$ cat src/rtl/seg7_pkg.sv
// Shared constants for the 7-segment scan driver: segment bit positions,
// active-high glyph table for hex values 0..F and the active-high "all off" code.
package seg7_pkg;

   // Bit positions inside the 8-bit segment word {dp,g,f,e,d,c,b,a}
   localparam int unsigned SEG_A  = 0;
   localparam int unsigned SEG_B  = 1;
   localparam int unsigned SEG_C  = 2;
   localparam int unsigned SEG_D  = 3;
   localparam int unsigned SEG_E  = 4;
   localparam int unsigned SEG_F  = 5;
   localparam int unsigned SEG_G  = 6;
   localparam int unsigned SEG_DP = 7;

   // Active-high code with every segment and the dp dark
   localparam logic [7:0] SEG_OFF = 8'h00;

   // Active-high {g,f,e,d,c,b,a} glyphs: 0-9 then A,b,C,d,E,F
   localparam logic [6:0] SEG_CODE [0:15] = '{
      7'h3F, 7'h06, 7'h5B, 7'h4F, 7'h66, 7'h6D, 7'h7D, 7'h07,
      7'h7F, 7'h6F, 7'h77, 7'h7C, 7'h39, 7'h5E, 7'h79, 7'h71
   };

endpackage

$ cat src/rtl/seg7_scan_driver_if.sv
// Bus bundle between the digit source and the scan driver.
//   BCD_IN   : NUM_DIG packed 4-bit digits, [3:0] = digit0 (rightmost)
//   DP_IN    : decimal point per digit, 1 = lit
//   LZ_BLANK : 1 = blank leading zeros
//   SEG      : {dp,g,f,e,d,c,b,a} towards the display (registered in the driver)
//   SEL      : one-hot digit enable towards the display (registered in the driver)
interface seg7_scan_driver_if #(
   parameter int unsigned NUM_DIG = 4
);
   logic [4*NUM_DIG-1:0] BCD_IN;
   logic [NUM_DIG-1:0]   DP_IN;
   logic                 LZ_BLANK;
   logic [7:0]           SEG;
   logic [NUM_DIG-1:0]   SEL;

   // Source side: supplies digits, observes the display lines
   modport master (
      output BCD_IN, DP_IN, LZ_BLANK,
      input  SEG, SEL
   );

   // Driver side
   modport slave (
      input  BCD_IN, DP_IN, LZ_BLANK,
      output SEG, SEL
   );
endinterface

$ cat src/rtl/seg7_decode.sv
// Combinational hex-to-7-segment decoder producing an active-high code.
//   value : 4-bit digit value 0..15
//   dp    : decimal point request, 1 = lit
//   blank : 1 forces every segment and the dp dark
//   seg_c : {dp,g,f,e,d,c,b,a}, active-high; polarity is applied by the caller
module seg7_decode
   import seg7_pkg::*;
(
   input  logic [3:0] value,
   input  logic       dp,
   input  logic       blank,
   output logic [7:0] seg_c
);

   logic [6:0] code;

   // Table lookup, then map each glyph bit to its segment position
   always_comb begin
      seg_c = SEG_OFF;
      code  = SEG_CODE[value];
      if (!blank) begin
         seg_c[SEG_A]  = code[0];
         seg_c[SEG_B]  = code[1];
         seg_c[SEG_C]  = code[2];
         seg_c[SEG_D]  = code[3];
         seg_c[SEG_E]  = code[4];
         seg_c[SEG_F]  = code[5];
         seg_c[SEG_G]  = code[6];
         seg_c[SEG_DP] = dp;
      end
   end

endmodule

$ cat src/rtl/seg7_scan_driver.sv
// Time-multiplexed 7-segment display driver.
// Scans NUM_DIG digits at SCAN_HZ per digit, holding a per-frame snapshot of
// the digit inputs so a frame never mixes two source values, and blanking the
// display for GHOST_CYC cycles after each digit switch to suppress ghosting.
//   CLK_50M : system clock
//   RST     : synchronous reset, active-high
//   bus     : slave side of seg7_scan_driver_if (BCD_IN, DP_IN, LZ_BLANK in; SEG, SEL out)
module seg7_scan_driver
   import seg7_pkg::*;
#(
   parameter int unsigned CLK_FREQ    = 50_000_000,
   parameter int unsigned SCAN_HZ     = 1000,
   parameter int unsigned NUM_DIG     = 4,
   parameter int unsigned GHOST_CYC   = 8,
   parameter int unsigned SEG_ACT_LOW = 1,
   parameter int unsigned SEL_ACT_LOW = 1
) (
   input  logic             CLK_50M,
   input  logic             RST,
   seg7_scan_driver_if.slave bus
);

   localparam int unsigned DIV   = CLK_FREQ / SCAN_HZ;
   localparam int unsigned DIV_W = (DIV > 1) ? $clog2(DIV) : 1;
   localparam int unsigned IDX_W = $clog2(NUM_DIG);
   localparam int unsigned GAP_W = (GHOST_CYC > 0) ? $clog2(GHOST_CYC + 1) : 1;
   localparam int unsigned BCD_W = 4 * NUM_DIG;

   // Physical "dark" levels for the selected polarities
   localparam logic [7:0]         SEG_DARK = (SEG_ACT_LOW != 0) ? ~SEG_OFF : SEG_OFF;
   localparam logic [NUM_DIG-1:0] SEL_DARK = (SEL_ACT_LOW != 0) ? {NUM_DIG{1'b1}} : '0;

   logic [DIV_W-1:0]   div_cnt, div_nxt;
   logic [IDX_W-1:0]   idx, idx_nxt;
   logic [GAP_W-1:0]   gap, gap_nxt;
   logic [BCD_W-1:0]   snap_bcd, snap_bcd_nxt;
   logic [NUM_DIG-1:0] snap_dp, snap_dp_nxt;
   logic [7:0]         seg_q, seg_nxt;
   logic [NUM_DIG-1:0] sel_q, sel_nxt;

   logic               tick_c;
   logic [NUM_DIG-1:0] lz_c;
   logic [3:0]         cur_val_c;
   logic               cur_dp_c;
   logic               cur_blank_c;
   logic [7:0]         dec_seg_c;
   logic [NUM_DIG-1:0] sel_hot_c;

   // Leading-zero run: digit k is a candidate when it and every digit above it
   // are zero with dp dark; digit0 is never a candidate
   always_comb begin
      logic run;
      lz_c = '0;
      run  = 1'b1;
      for (int k = NUM_DIG - 1; k >= 0; k--) begin
         run     = run & (snap_bcd[4*k +: 4] == 4'd0) & ~snap_dp[k];
         lz_c[k] = run;
      end
      lz_c[0] = 1'b0;
   end

   // Current digit selection; LZ_BLANK acts live on the held snapshot
   always_comb begin
      cur_val_c   = snap_bcd[{idx, 2'b00} +: 4];
      cur_dp_c    = snap_dp[idx];
      cur_blank_c = bus.LZ_BLANK & lz_c[idx];
      sel_hot_c   = NUM_DIG'(1) << idx;
   end

   seg7_decode u_decode (
      .value (cur_val_c),
      .dp    (cur_dp_c),
      .blank (cur_blank_c),
      .seg_c (dec_seg_c)
   );

   // Next-state: divider, digit index, dead-time counter, snapshot, outputs
   always_comb begin
      div_nxt      = div_cnt;
      idx_nxt      = idx;
      gap_nxt      = gap;
      snap_bcd_nxt = snap_bcd;
      snap_dp_nxt  = snap_dp;
      seg_nxt      = SEG_DARK;
      sel_nxt      = SEL_DARK;

      tick_c = (div_cnt == DIV_W'(DIV - 1));

      if (tick_c) begin
         div_nxt = '0;
         gap_nxt = GAP_W'(GHOST_CYC);
         if (idx == IDX_W'(NUM_DIG - 1)) begin
            // Frame wrap: the only point where the inputs are sampled
            idx_nxt      = '0;
            snap_bcd_nxt = bus.BCD_IN;
            snap_dp_nxt  = bus.DP_IN;
         end else begin
            idx_nxt = idx + IDX_W'(1);
         end
      end else begin
         div_nxt = div_cnt + DIV_W'(1);
         if (gap != '0) begin
            gap_nxt = gap - GAP_W'(1);
         end
      end

      // Outputs follow the pre-edge index and gap, so the old digit holds on
      // the tick edge and the new one appears GHOST_CYC+1 edges later
      if (gap == '0) begin
         seg_nxt = (SEG_ACT_LOW != 0) ? ~dec_seg_c : dec_seg_c;
         sel_nxt = (SEL_ACT_LOW != 0) ? ~sel_hot_c : sel_hot_c;
      end
   end

   // State and output registers
   always_ff @(posedge CLK_50M) begin
      if (RST) begin
         div_cnt  <= '0;
         idx      <= '0;
         gap      <= '0;
         snap_bcd <= '0;
         snap_dp  <= '0;
         seg_q    <= SEG_DARK;
         sel_q    <= SEL_DARK;
      end else begin
         div_cnt  <= div_nxt;
         idx      <= idx_nxt;
         gap      <= gap_nxt;
         snap_bcd <= snap_bcd_nxt;
         snap_dp  <= snap_dp_nxt;
         seg_q    <= seg_nxt;
         sel_q    <= sel_nxt;
      end
   end

   assign bus.SEG = seg_q;
   assign bus.SEL = sel_q;

endmodule

$ cat src/flat_wrapper.sv
// flat-port wrapper written by rule: the top's interface ports become plain ports
module seg7_scan_driver_flat import seg7_pkg::*;
#(
   parameter int unsigned CLK_FREQ    = 50_000_000,
   parameter int unsigned SCAN_HZ     = 1000,
   parameter int unsigned NUM_DIG     = 4,
   parameter int unsigned GHOST_CYC   = 8,
   parameter int unsigned SEG_ACT_LOW = 1,
   parameter int unsigned SEL_ACT_LOW = 1
)
  (CLK_50M, RST, bus_BCD_IN, bus_DP_IN, bus_LZ_BLANK, bus_SEG, bus_SEL);
  seg7_scan_driver_if #(.NUM_DIG(NUM_DIG)) bus_i ();
  input  logic CLK_50M;
  input  logic RST;
  input wire logic [$bits(bus_i.BCD_IN)-1:0] bus_BCD_IN;
  input wire logic [$bits(bus_i.DP_IN)-1:0] bus_DP_IN;
  input wire logic [$bits(bus_i.LZ_BLANK)-1:0] bus_LZ_BLANK;
  output wire logic [$bits(bus_i.SEG)-1:0] bus_SEG;
  output wire logic [$bits(bus_i.SEL)-1:0] bus_SEL;
  assign bus_i.BCD_IN = bus_BCD_IN;
  assign bus_i.DP_IN = bus_DP_IN;
  assign bus_i.LZ_BLANK = bus_LZ_BLANK;
  assign bus_SEG = bus_i.SEG;
  assign bus_SEL = bus_i.SEL;
  seg7_scan_driver #(.CLK_FREQ(CLK_FREQ), .SCAN_HZ(SCAN_HZ), .NUM_DIG(NUM_DIG), .GHOST_CYC(GHOST_CYC), .SEG_ACT_LOW(SEG_ACT_LOW), .SEL_ACT_LOW(SEL_ACT_LOW)) u_core (.CLK_50M(CLK_50M), .RST(RST), .bus(bus_i));
endmodule
$ cat config.mk
export PLATFORM = sky130hd
export DESIGN_NAME = seg7_scan_driver_flat
export DESIGN_NICKNAME = d
export VERILOG_FILES = /design/src/rtl/seg7_pkg.sv /design/src/rtl/seg7_scan_driver_if.sv /design/src/rtl/seg7_decode.sv /design/src/rtl/seg7_scan_driver.sv /design/src/flat_wrapper.sv
export SDC_FILE = /design/constraint.sdc
export NUM_CORES = 1
export LEC_CHECK = 0
export BUFFER_PORTS_ARGS = -buffer_cell sky130_fd_sc_hd__buf_2
export CAP_MARGIN = 40
export CELL_PAD_IN_SITES_DETAIL_PLACEMENT = 0
export CELL_PAD_IN_SITES_GLOBAL_PLACEMENT = 1
export CORE_UTILIZATION = 38
export DETAILED_ROUTE_END_ITERATION = 8
export HOLD_SLACK_MARGIN = 0.05
export PLACE_DENSITY = 0.71
export SLEW_MARGIN = 5
export SYNTH_ARGS = -nofsm -noshare
export SYNTH_HDL_FRONTEND = slang
export SYNTH_SLANG_ARGS = --single-unit
$ cat constraint.sdc
create_clock -name CLK_50M -period 2.25 [get_ports CLK_50M]
set_input_delay 0.5625 -clock CLK_50M [delete_from_list [all_inputs] [get_ports CLK_50M]]
set_output_delay 0.5625 -clock CLK_50M [all_outputs]
set_load 0.02 [all_outputs]
==> results of run 1 <==
==> final cells by class <==
type	instances	area share, %
Multi-Input combinational cell	196	44.0
Sequential cell	54	39.1
Clock buffer	6	2.98
Timing Repair Buffer	44	8.85
Tap cell	75	3.39
Inverter	12	1.63
==> power breakdown <==
group,leakage (nW),switching [mW],internal (mW)
Combinational,0.540,0.241,0.178
Sequential,0.439,0.0408,1.05
Clock,0.0431,0.299,0.238
==> metrics by stage <==
| stage | utilization, % | hold slack, ns |
|---|---|---|
| finish | 46.0 | 0.460 |
| global route | 46.0 | 0.473 |
| CTS | 45.9 | 0.461 |
| detailed placement | 44.6 | 0.447 |
| global placement | 44.6 | 0.447 |
| floorplan | - | 0.428 |
==> cells by family (layout without fill, tap and decap cells) <==
logic type / Yosys count / after routing / synth area share [%]
compound gates: 37 / 37 / 8.61
buf+inv: 24 / 62 / 4.62
flops: 54 / 54 / 44.8
fa+ha+maj: 12 / 12 / 6.22
mux: 10 / 10 / 7.42
xor+xnor: 15 / 15 / 5.45
simple gates: 122 / 122 / 22.9
==> cells in the mapped netlist <==
library cell and n:
a211oi_1 2, nor4b_1 1, mux4_1 1, nor4_1 4
mux2_2 1, mux2i_2 3, or3b_1 1, o211ai_1 1
nor3_1 5, ha_1 12, o21ai_1 1, mux2i_1 1
nand2b_1 3, buf_4 2, inv_1 12, and3_1 3
clkbuf_4 1, xnor2_1 8, o221ai_1 3, nor2_1 26
o31ai_1 1, a31oi_1 1, nand3b_1 2, xor2_1 7
nand2_1 56, nor2b_1 1, a21oi_1 28, mux4_2 4
clkbuf_1 6, or2_1 1, nand3_1 9, nor2_2 1
or3_1 4, buf_2 2, nand4_1 4, dfxtp_1 54
buf_6 1, nor3_2 1
==> flip-flops by register name, indices dropped and copies added (netlist names) <==
name,count
u_core.snap_bcd,16
u_core.bus.SEG,8
u_core.bus.SEL,4
u_core.gap,4
u_core.idx,2
u_core.div_cnt,16
u_core.snap_dp,4
==> path summary, 6_finish.rpt <==
| path | startpoint | to | slack (ns) | depth (start not counted) |
|---|---|---|---|---|
| worst max register to register | u_core.idx[0]$_SDFFE_PP0P_ | u_core.bus.SEG[3]$_SDFF_PP1_ | 0.13 | 6 |
| worst min-delay path | u_core.snap_bcd[1]$_SDFFE_PP0P_ | u_core.snap_bcd[1]$_SDFFE_PP0P_ | 0.46 | 2 |
| worst min register to register | u_core.snap_bcd[1]$_SDFFE_PP0P_ | u_core.snap_bcd[1]$_SDFFE_PP0P_ | 0.46 | 2 |
| worst max-delay path | u_core.idx[0]$_SDFFE_PP0P_ | u_core.bus.SEG[3]$_SDFF_PP1_ | 0.13 | 6 |
==> layer usage <==
| metal | part of all wire (%) | track usage (%) | vias up |
|---|---|---|---|
| li1 | - | - | 999 |
| met1 | 55 | 23.5 | 855 |
| met2 | 40 | 23.9 | 31 |
| met3 | 3.6 | 3.67 | 7 |
| met4 | 1.5 | 6.32 | 0 |
| met5 | 0 | 0 | - |
==> critical path, stage by stage, from the launching register on <==
cell and delay, ns:
dfxtp_4 0.39, mux4_2 0.58, inv_1 0.12, ha_1 0.16, inv_1 0.04, mux4_2 0.43
or3_1 0.30
==> flow_summary.toml, run 1 <==
[clock_network]
post_cts_resized = 0
cts_root_buf = "clkbuf_8"
clkLatencyLatePin_ns = 0.31
htreeDepth = 2
numCtsBuffers = 5
cts_setup_buffers = 0
cts_hold_buf = 0
cts_tree = "yes"
clkTransAtPathRegs_ns = 0.09
cts_buffer_depth = 2
cts.sinks = 54

[timing]
slew_headroom_pct = 54.2
fin_crit_ns = 2.12
max_freq_mhz = 473
fin_skew_ns = 0.00627
tightest_slew_ns = 0.681
rsz0062_at_grt = "false"
setup_ws_ns = 0.134
fin_tns_setup_ns = 0
hold_viol_final = 0
min_period_over_period_pct = 94.1
setup-violations-final = 0
slew_viol_final = 0

[floorplanning]
initial_core_util_pct = 40.0
core.rowCount = 28
die_y_um = 81.7
io_pins = 35
dieArea_mm2 = 0.00667
die_w_um = 81.7
core_area_mm2 = 0.00603

[yosys]
syn_avg_cell_area_um2 = 8.80
yosysSeqAreaShare_pct = 44.8
synth_area_leaders = "dfxtp_1, nand2_1, ha_1"
ys_warn_count = 0
ys_ff_latch = 54
synth_nets = 309
synth_area_mm2 = 0.00241
ys_types = 38
synth_cells = 274
synth_top_area_share_pct = 44.8
synth_top_cell_by_area = "dfxtp_1"

[placement]
dpl.cell_count = 381
pre_cts_slack_ns = 0.0394
place_area_mm2 = 0.00269
hpwl_mm = 3.47
gp_congestion = 0.802
port_buffers = 34

[setup_path]
crit_type = "reg -> reg"
crit_path_start_kind = "flip-flop"
crit_arrival_ns = 2.32
critPathRequiredTime_ns = 2.45
critPathCaptureType = "flip-flop"
cp_max_fo = 6

[pwr]
peakVddDrop_mv = 0.373
power_density_mw_per_mm2 = 739
power_mw = 2.05
p_leak_nw = 1.02

[global_routing]
grt_pass1_wl_mm = 8.24
grt_max_degree = 24
grtUsageTotal_pct = 16.4
antenna_found_initial = 0
gr-total-overflow = 0
grt_pass1_vias = 1754

[finish]
final_cell_count_no_fill = 387
area_delta_synth_final_pct = 14.9
final_area_mm2 = 0.00277
nets = 348
num-fill-cells = 627
diodes = 0
multiInputGateArea_mm2 = 0.00122
drive_gt1_share_pct = 19.6
regArea_mm2 = 0.00108
layout_commonest_cell = "nand2_1"
layout_common_cells = "nand2_1, dfxtp_1, buf_2"

[run_status]
outcome = "complete, no violations"

[routing]
wl_mm = 4.78
dr.pass1.iters = 4
post-route-drc-count = 0
wire_per_inst_um = 12.4
via_per_inst = 4.89
drt_first_iter_violations = 100
ant_nets = 0
vias = 1892

[worst_hold_path]
hp-class = "reg -> reg"

[job]
drv_cap = 0
No activity file was read; power rests on OpenSTA's default activity.
==> inputs of run 2 (changes only) <==
--- a/config.mk
+++ b/config.mk
@@ -9,10 +9,11 @@
 export CAP_MARGIN = 40
 export CELL_PAD_IN_SITES_DETAIL_PLACEMENT = 0
 export CELL_PAD_IN_SITES_GLOBAL_PLACEMENT = 1
-export CORE_UTILIZATION = 38
+export CORE_UTILIZATION = 40
+export CTS_BUF_LIST = sky130_fd_sc_hd__clkbuf_2 sky130_fd_sc_hd__clkbuf_4 sky130_fd_sc_hd__clkbuf_8
 export DETAILED_ROUTE_END_ITERATION = 8
 export HOLD_SLACK_MARGIN = 0.05
-export PLACE_DENSITY = 0.71
+export PLACE_DENSITY = 0.75
 export SLEW_MARGIN = 5
 export SYNTH_ARGS = -nofsm -noshare
 export SYNTH_HDL_FRONTEND = slang
==> flow_summary.toml, run 2 (same netlist as run 1, synthesis figures left out) <==
[floorplanning]
core_area_mm2 = 0.00568
initial_core_util_pct = 42.5
io_pins = 35
die_w_um = 79.7
dieArea_mm2 = 0.00635
die_y_um = 79.7
core.rowCount = 27

[finish]
diodes = 0
area_delta_synth_final_pct = 15.9
postLayoutCoreUtil_pct = 49.3
layout_commonest_cell = "nand2_1"
final_cell_count_no_fill = 385
drive_gt1_share_pct = 19.8
nets = 348
layout_common_cells = "nand2_1, dfxtp_1, buf_2"

[clock_network]
clkTransAtPathRegs_ns = 0.09
clkLatencyLatePin_ns = 0.31
numCtsBuffers = 5
cts_root_buf = "clkbuf_8"
cts_buffer_depth = 2
cts_tree = "yes"
htreeDepth = 2
cts_setup_buffers = 0
cts_hold_buf = 0
post_cts_resized = 0
cts.sinks = 54

[setup_path]
worst_path_max_delay_cell = "mux4_2"
worstSetupStartpoint = "u_core.idx[0]$_SDFFE_PP0P_"
cp_max_fo = 6
crit_chain = "mux4_2 -> inv_1 -> ha_1 -> inv_1 -> mux4_2 -> or3_1"
cp-endpoint = "u_core.bus.SEG[3]$_SDFF_PP1_"
reg2reg_to = "u_core.bus.SEG[3]$_SDFF_PP1_"
r2r_slack_ns = 0.09
crit_type = "reg -> reg"
r2r_start = "u_core.idx[0]$_SDFFE_PP0P_"
cpPeakStageDelay_ns = 0.59
crit_path_start_kind = "flip-flop"
critPathRequiredTime_ns = 2.44
critPathCaptureType = "flip-flop"
reg2reg_depth = 6
crit_arrival_ns = 2.35

[routing]
ant_nets = 0
drt_first_iter_violations = 46
wl_mm = 4.81
via_per_inst = 4.98
vias = 1916
post-route-drc-count = 0
dr.pass1.iters = 4
wire_per_inst_um = 12.5

[timing]
fin_tns_setup_ns = 0
tightest_slew_ns = 0.667
fin_crit_ns = 2.16
setup-violations-final = 0
min_period_over_period_pct = 96.0
rsz0062_at_grt = "false"
fin_skew_ns = 0.00478
slew_headroom_pct = 55.1
fin_hold_ws_ns = 0.460
hold_viol_final = 0
slew_viol_final = 0
max_freq_mhz = 463

[worst_hold_path]
hold_start = "u_core.snap_bcd[1]$_SDFFE_PP0P_"
hp-class = "reg -> reg"

[pwr]
p_leak_nw = 1.04
clockPowerShare_pct = 30.7
sw_frac_of_total_pct = 27.1
intPower_mw = 1.58
power_frac_seq_pct = 50.2
power_density_mw_per_mm2 = 778
power.share.combinational_pct = 19.1
power_switching_mw = 0.590
peakVddDrop_mv = 0.378
power_mw = 2.17

[global_routing]
gr-total-overflow = 0
antenna_found_initial = 0
grt_max_degree = 24
grt_pass1_wl_mm = 8.27
grtUsageTotal_pct = 16.7
grt_pass1_vias = 1769

[job]
drv_cap = 0

[placement]
dpl.cell_count = 378
port_buffers = 34
gp_congestion = 0.851
hpwl_mm = 3.51

[run_status]
outcome = "complete, no violations"
## run 2: cell count changes in the layout (fill, tap and decap cells not counted)
| cell | previous run | this run |
|---|---|---|
| bufinv_16 | 0 | 1 |
| dfxtp_2 | 0 | 1 |
| dfxtp_4 | 1 | 0 |
## run 2: routing by layer
layer	global-route usage [%]	up-vias	part of all wire [%]	wire (µm)
li1	-	1000	-	-
met3	2.74	7	3.0	145
met2	24.4	35	42	2030
met1	24.2	874	53	2560
met5	0	-	0	0
met4	7.09	0	1.6	76
## run 2: per-stage QoR
step	cell area (µm²)	setup slack [ns]
finish	2800	0.0892
global route	2800	0.0116
CTS	2790	0.0121
detailed placement	2680	0.0190
global placement	2680	0.0902
floorplan	2420	0.0105
## run 2: worst min-delay path by stage
stage	to	slack [ns]	depth (start not counted)
after detailed placement	u_core.snap_bcd[3]$_SDFFE_PP0P_	0.45	2
after floorplan	u_core.snap_dp[0]$_SDFFE_PP0P_	0.43	2
after global placement	u_core.div_cnt[0]$_SDFF_PP0_	0.45	1
after global routing	u_core.gap[3]$_SDFFE_PP0P_	0.46	2
final	u_core.snap_bcd[1]$_SDFFE_PP0P_	0.46	2
after CTS	u_core.gap[3]$_SDFFE_PP0P_	0.46	2
## run 2: layout make-up
type	instances	area, µm²
clock buffers	6	82.6
clock inverters	1	30.0
fillers	562	2880
inverters	12	45.0
multi-input cells	196	1220
flip-flops and latches	54	1080
well taps	72	90.1
repair buffers	44	245
## run 2: critical path, delay by kind of cell, from the launching register on
kind                       cells  cell delay (ns)
DFF                            1             0.40
adders and majority gates      1             0.15
muxes                          2             1.03
buffers and inverters          2             0.15
and+or+nand+nor                1             0.32
## run 2: power by group through the flow
stage / registers, mW / clock network (mW) / logic (mW)
floorplan: 1.19 / 0 / 0.216
global placement: 1.11 / 0 / 0.421
detailed placement: 1.12 / 0 / 0.420
CTS: 1.09 / 0.679 / 0.423
global route: 1.10 / 0.714 / 0.465
finish: 1.09 / 0.667 / 0.416
==> inputs of run 3 (changes only) <==
--- a/config.mk
+++ b/config.mk
@@ -5,15 +5,16 @@
 export SDC_FILE = /design/constraint.sdc
 export NUM_CORES = 1
 export LEC_CHECK = 0
+export ABC_AREA = 1
 export BUFFER_PORTS_ARGS = -buffer_cell sky130_fd_sc_hd__buf_2
 export CAP_MARGIN = 40
 export CELL_PAD_IN_SITES_DETAIL_PLACEMENT = 0
 export CELL_PAD_IN_SITES_GLOBAL_PLACEMENT = 1
-export CORE_UTILIZATION = 40
+export CORE_UTILIZATION = 39
 export CTS_BUF_LIST = sky130_fd_sc_hd__clkbuf_2 sky130_fd_sc_hd__clkbuf_4 sky130_fd_sc_hd__clkbuf_8
 export DETAILED_ROUTE_END_ITERATION = 8
 export HOLD_SLACK_MARGIN = 0.05
-export PLACE_DENSITY = 0.75
+export PLACE_DENSITY = 0.74
 export SLEW_MARGIN = 5
 export SYNTH_ARGS = -nofsm -noshare
 export SYNTH_HDL_FRONTEND = slang
==> flow_summary.toml, run 3 <==
[clock_network]
clkTransAtPathRegs_ns = 0.09
cts_hold_buf = 0
post_cts_resized = 0
cts_tree = "yes"
cts.sinks = 54
cts_buffer_depth = 2
numCtsBuffers = 5
cts_setup_buffers = 0
htreeDepth = 2
clkLatencyLatePin_ns = 0.30
cts_root_buf = "clkbuf_8"

[floorplanning]
die_y_um = 86.8
io_pins = 35
core_area_mm2 = 0.00687
die_w_um = 86.8
initial_core_util_pct = 40.8
dieArea_mm2 = 0.00753
core.rowCount = 30

[yosys]
yosysSeqAreaShare_pct = 38.6
syn_avg_cell_area_um2 = 7.49
synth_edf_count = 0
synth_cells = 374
synthArstFlopShare_pct = 0
synthTopCellsByCount = "nand2_1, dfxtp_1, a21oi_1, nor2_1, nand3_1"
synth_top_cell_by_area = "dfxtp_1"
ys_types = 32
synth_area_leaders = "dfxtp_1, nand2_1, a21oi_1"
ys_warn_count = 0
synth_nets = 409
synth_top_area_share_pct = 38.6
post-synth-top-count-cell = "nand2_1"
synth_ff_type = "dfxtp_1"
ys_ff_latch = 54
synth_area_mm2 = 0.00280

[timing]
slew_viol_final = 0
fin_skew_ns = 0.00382
fin_tns_setup_ns = 0
hold_viol_final = 0
slew_headroom_pct = 68.9
min_period_over_period_pct = 85.5
rsz0062_at_grt = "false"
setup-violations-final = 0
tightest_slew_ns = 0.463
max_freq_mhz = 520
fin_crit_ns = 1.92

[routing]
ant_nets = 0
drt_first_iter_violations = 109
wl_mm = 5.88
vias = 2407
via_per_inst = 4.79
wire_per_inst_um = 11.7
dr.pass1.iters = 4
post-route-drc-count = 0

[setup_path]
critPathRequiredTime_ns = 2.44
crit_path_start_kind = "flip-flop"
cp-endpoint = "u_core.bus.SEG[0]$_SDFF_PP1_"
crit_top_cell = "nand2_1"
worst_path_max_delay_cell = "dfxtp_1"
worstSetupStartpoint = "u_core.idx[1]$_SDFFE_PP0P_"
crit_buf_inv = 2
crit_cells = 9
crit_type = "reg -> reg"
cp_max_fo = 11
r2r_start = "u_core.idx[1]$_SDFFE_PP0P_"
crit_chain = "inv_2 -> nor2_1 -> nand2_1 -> nand2_1 -> inv_1 -> ha_1 -> or2_0 -> nand2_1 -> nand3_1"
r2r_slack_ns = 0.33
cpPeakStageDelay_ns = 0.55
critPathCaptureType = "flip-flop"
crit_arrival_ns = 2.11
reg2reg_depth = 9
critical-path-top-delay-family = "simple AND/OR/NAND/NOR gates"
reg2reg_to = "u_core.bus.SEG[0]$_SDFF_PP1_"

[global_routing]
grt_max_degree = 25
grt_pass1_vias = 2189
gr-total-overflow = 0
grtUsageTotal_pct = 16.6
antenna_found_initial = 0
grt_pass1_wl_mm = 9.88

[worst_hold_path]
hp-class = "reg -> reg"

[finish]
layout_commonest_cell = "nand2_1"
postLayoutCoreUtil_pct = 45.1
area_delta_synth_final_pct = 10.5
layout_common_cells = "nand2_1, dfxtp_1, buf_2"
nets = 442
drive_gt1_share_pct = 17.9
diodes = 0

[placement]
port_buffers = 34
gp_congestion = 0.833
hpwl_mm = 4.32

[pwr]
peakVddDrop_mv = 0.293
p_leak_nw = 1.23
power_density_mw_per_mm2 = 664

[run_status]
outcome = "complete, no violations"

[job]
drv_cap = 0
## run 3: kinds of logic (layout without fill, tap and decap cells)
group	Yosys count	count (layout)	share of synthesized area, %
flops	54	54	38.6
simple gates	212	212	37.7
fa+ha+maj	12	12	5.36
compound gates	40	40	7.19
mux	1	1	0.357
buf+inv	50	83	9.29
xor+xnor	5	5	1.56
## run 3: worst register-to-register path, cell delays in order, from the launching register on
cell,delay (ns)
dfxtp_1,0.55
inv_2,0.18
nor2_1,0.13
nand2_1,0.06
nand2_1,0.18
inv_1,0.10
ha_1,0.24
or2_0,0.23
nand2_1,0.07
nand3_1,0.07
## run 3: through the flow
stage               setup WS [ns]  power (mW)  area [µm²]  hold slack (ns)  instances
CTS                         0.329        2.09        3100            0.454        503
detailed placement          0.355        1.54        3010            0.440        496
finish                      0.327        2.06        3100            0.450        503
floorplan                   0.593        1.40        2800            0.417        374
global route               0.0942        2.19        3100            0.470        503
global placement            0.362        1.53        3010            0.429        496
## run 3: metal layers
layer	up-vias	GRT usage [%]	routed length (µm)
li1	1296	-	-
met1	1075	21.1	2780
met2	30	29.0	2870
met3	6	2.95	163
met4	0	4.55	59
met5	-	0	0
## run 3: how the worst min path moves through the flow
| stage | start | endpoint | cells past startpoint |
|---|---|---|---|
| after floorplan | u_core.div_cnt[0]$_SDFF_PP0_ | u_core.div_cnt[0]$_SDFF_PP0_ | 1 |
| after global placement | u_core.div_cnt[0]$_SDFF_PP0_ | u_core.div_cnt[0]$_SDFF_PP0_ | 1 |
| after detailed placement | u_core.div_cnt[0]$_SDFF_PP0_ | u_core.div_cnt[0]$_SDFF_PP0_ | 1 |
| after CTS | u_core.div_cnt[0]$_SDFF_PP0_ | u_core.div_cnt[0]$_SDFF_PP0_ | 1 |
| after global routing | u_core.div_cnt[0]$_SDFF_PP0_ | u_core.div_cnt[0]$_SDFF_PP0_ | 1 |
| final | u_core.div_cnt[0]$_SDFF_PP0_ | u_core.div_cnt[0]$_SDFF_PP0_ | 1 |
## run 3: area by class of cell
cell class	count	area [µm²]
Timing Repair Buffer	40	215
Fill cell	735	3770
Tap cell	96	120
Multi-Input combinational cell	270	1460
Inverter	36	136
Clock buffer	7	83.8
Sequential cell	54	1080
## run 3: report_power, final
group	leakage (nW)	switching, mW	internal, mW	total, mW
sequential	0.438	0.0328	1.05	1.08
clock	0.0452	0.308	0.240	0.548
combinational	0.746	0.268	0.161	0.428
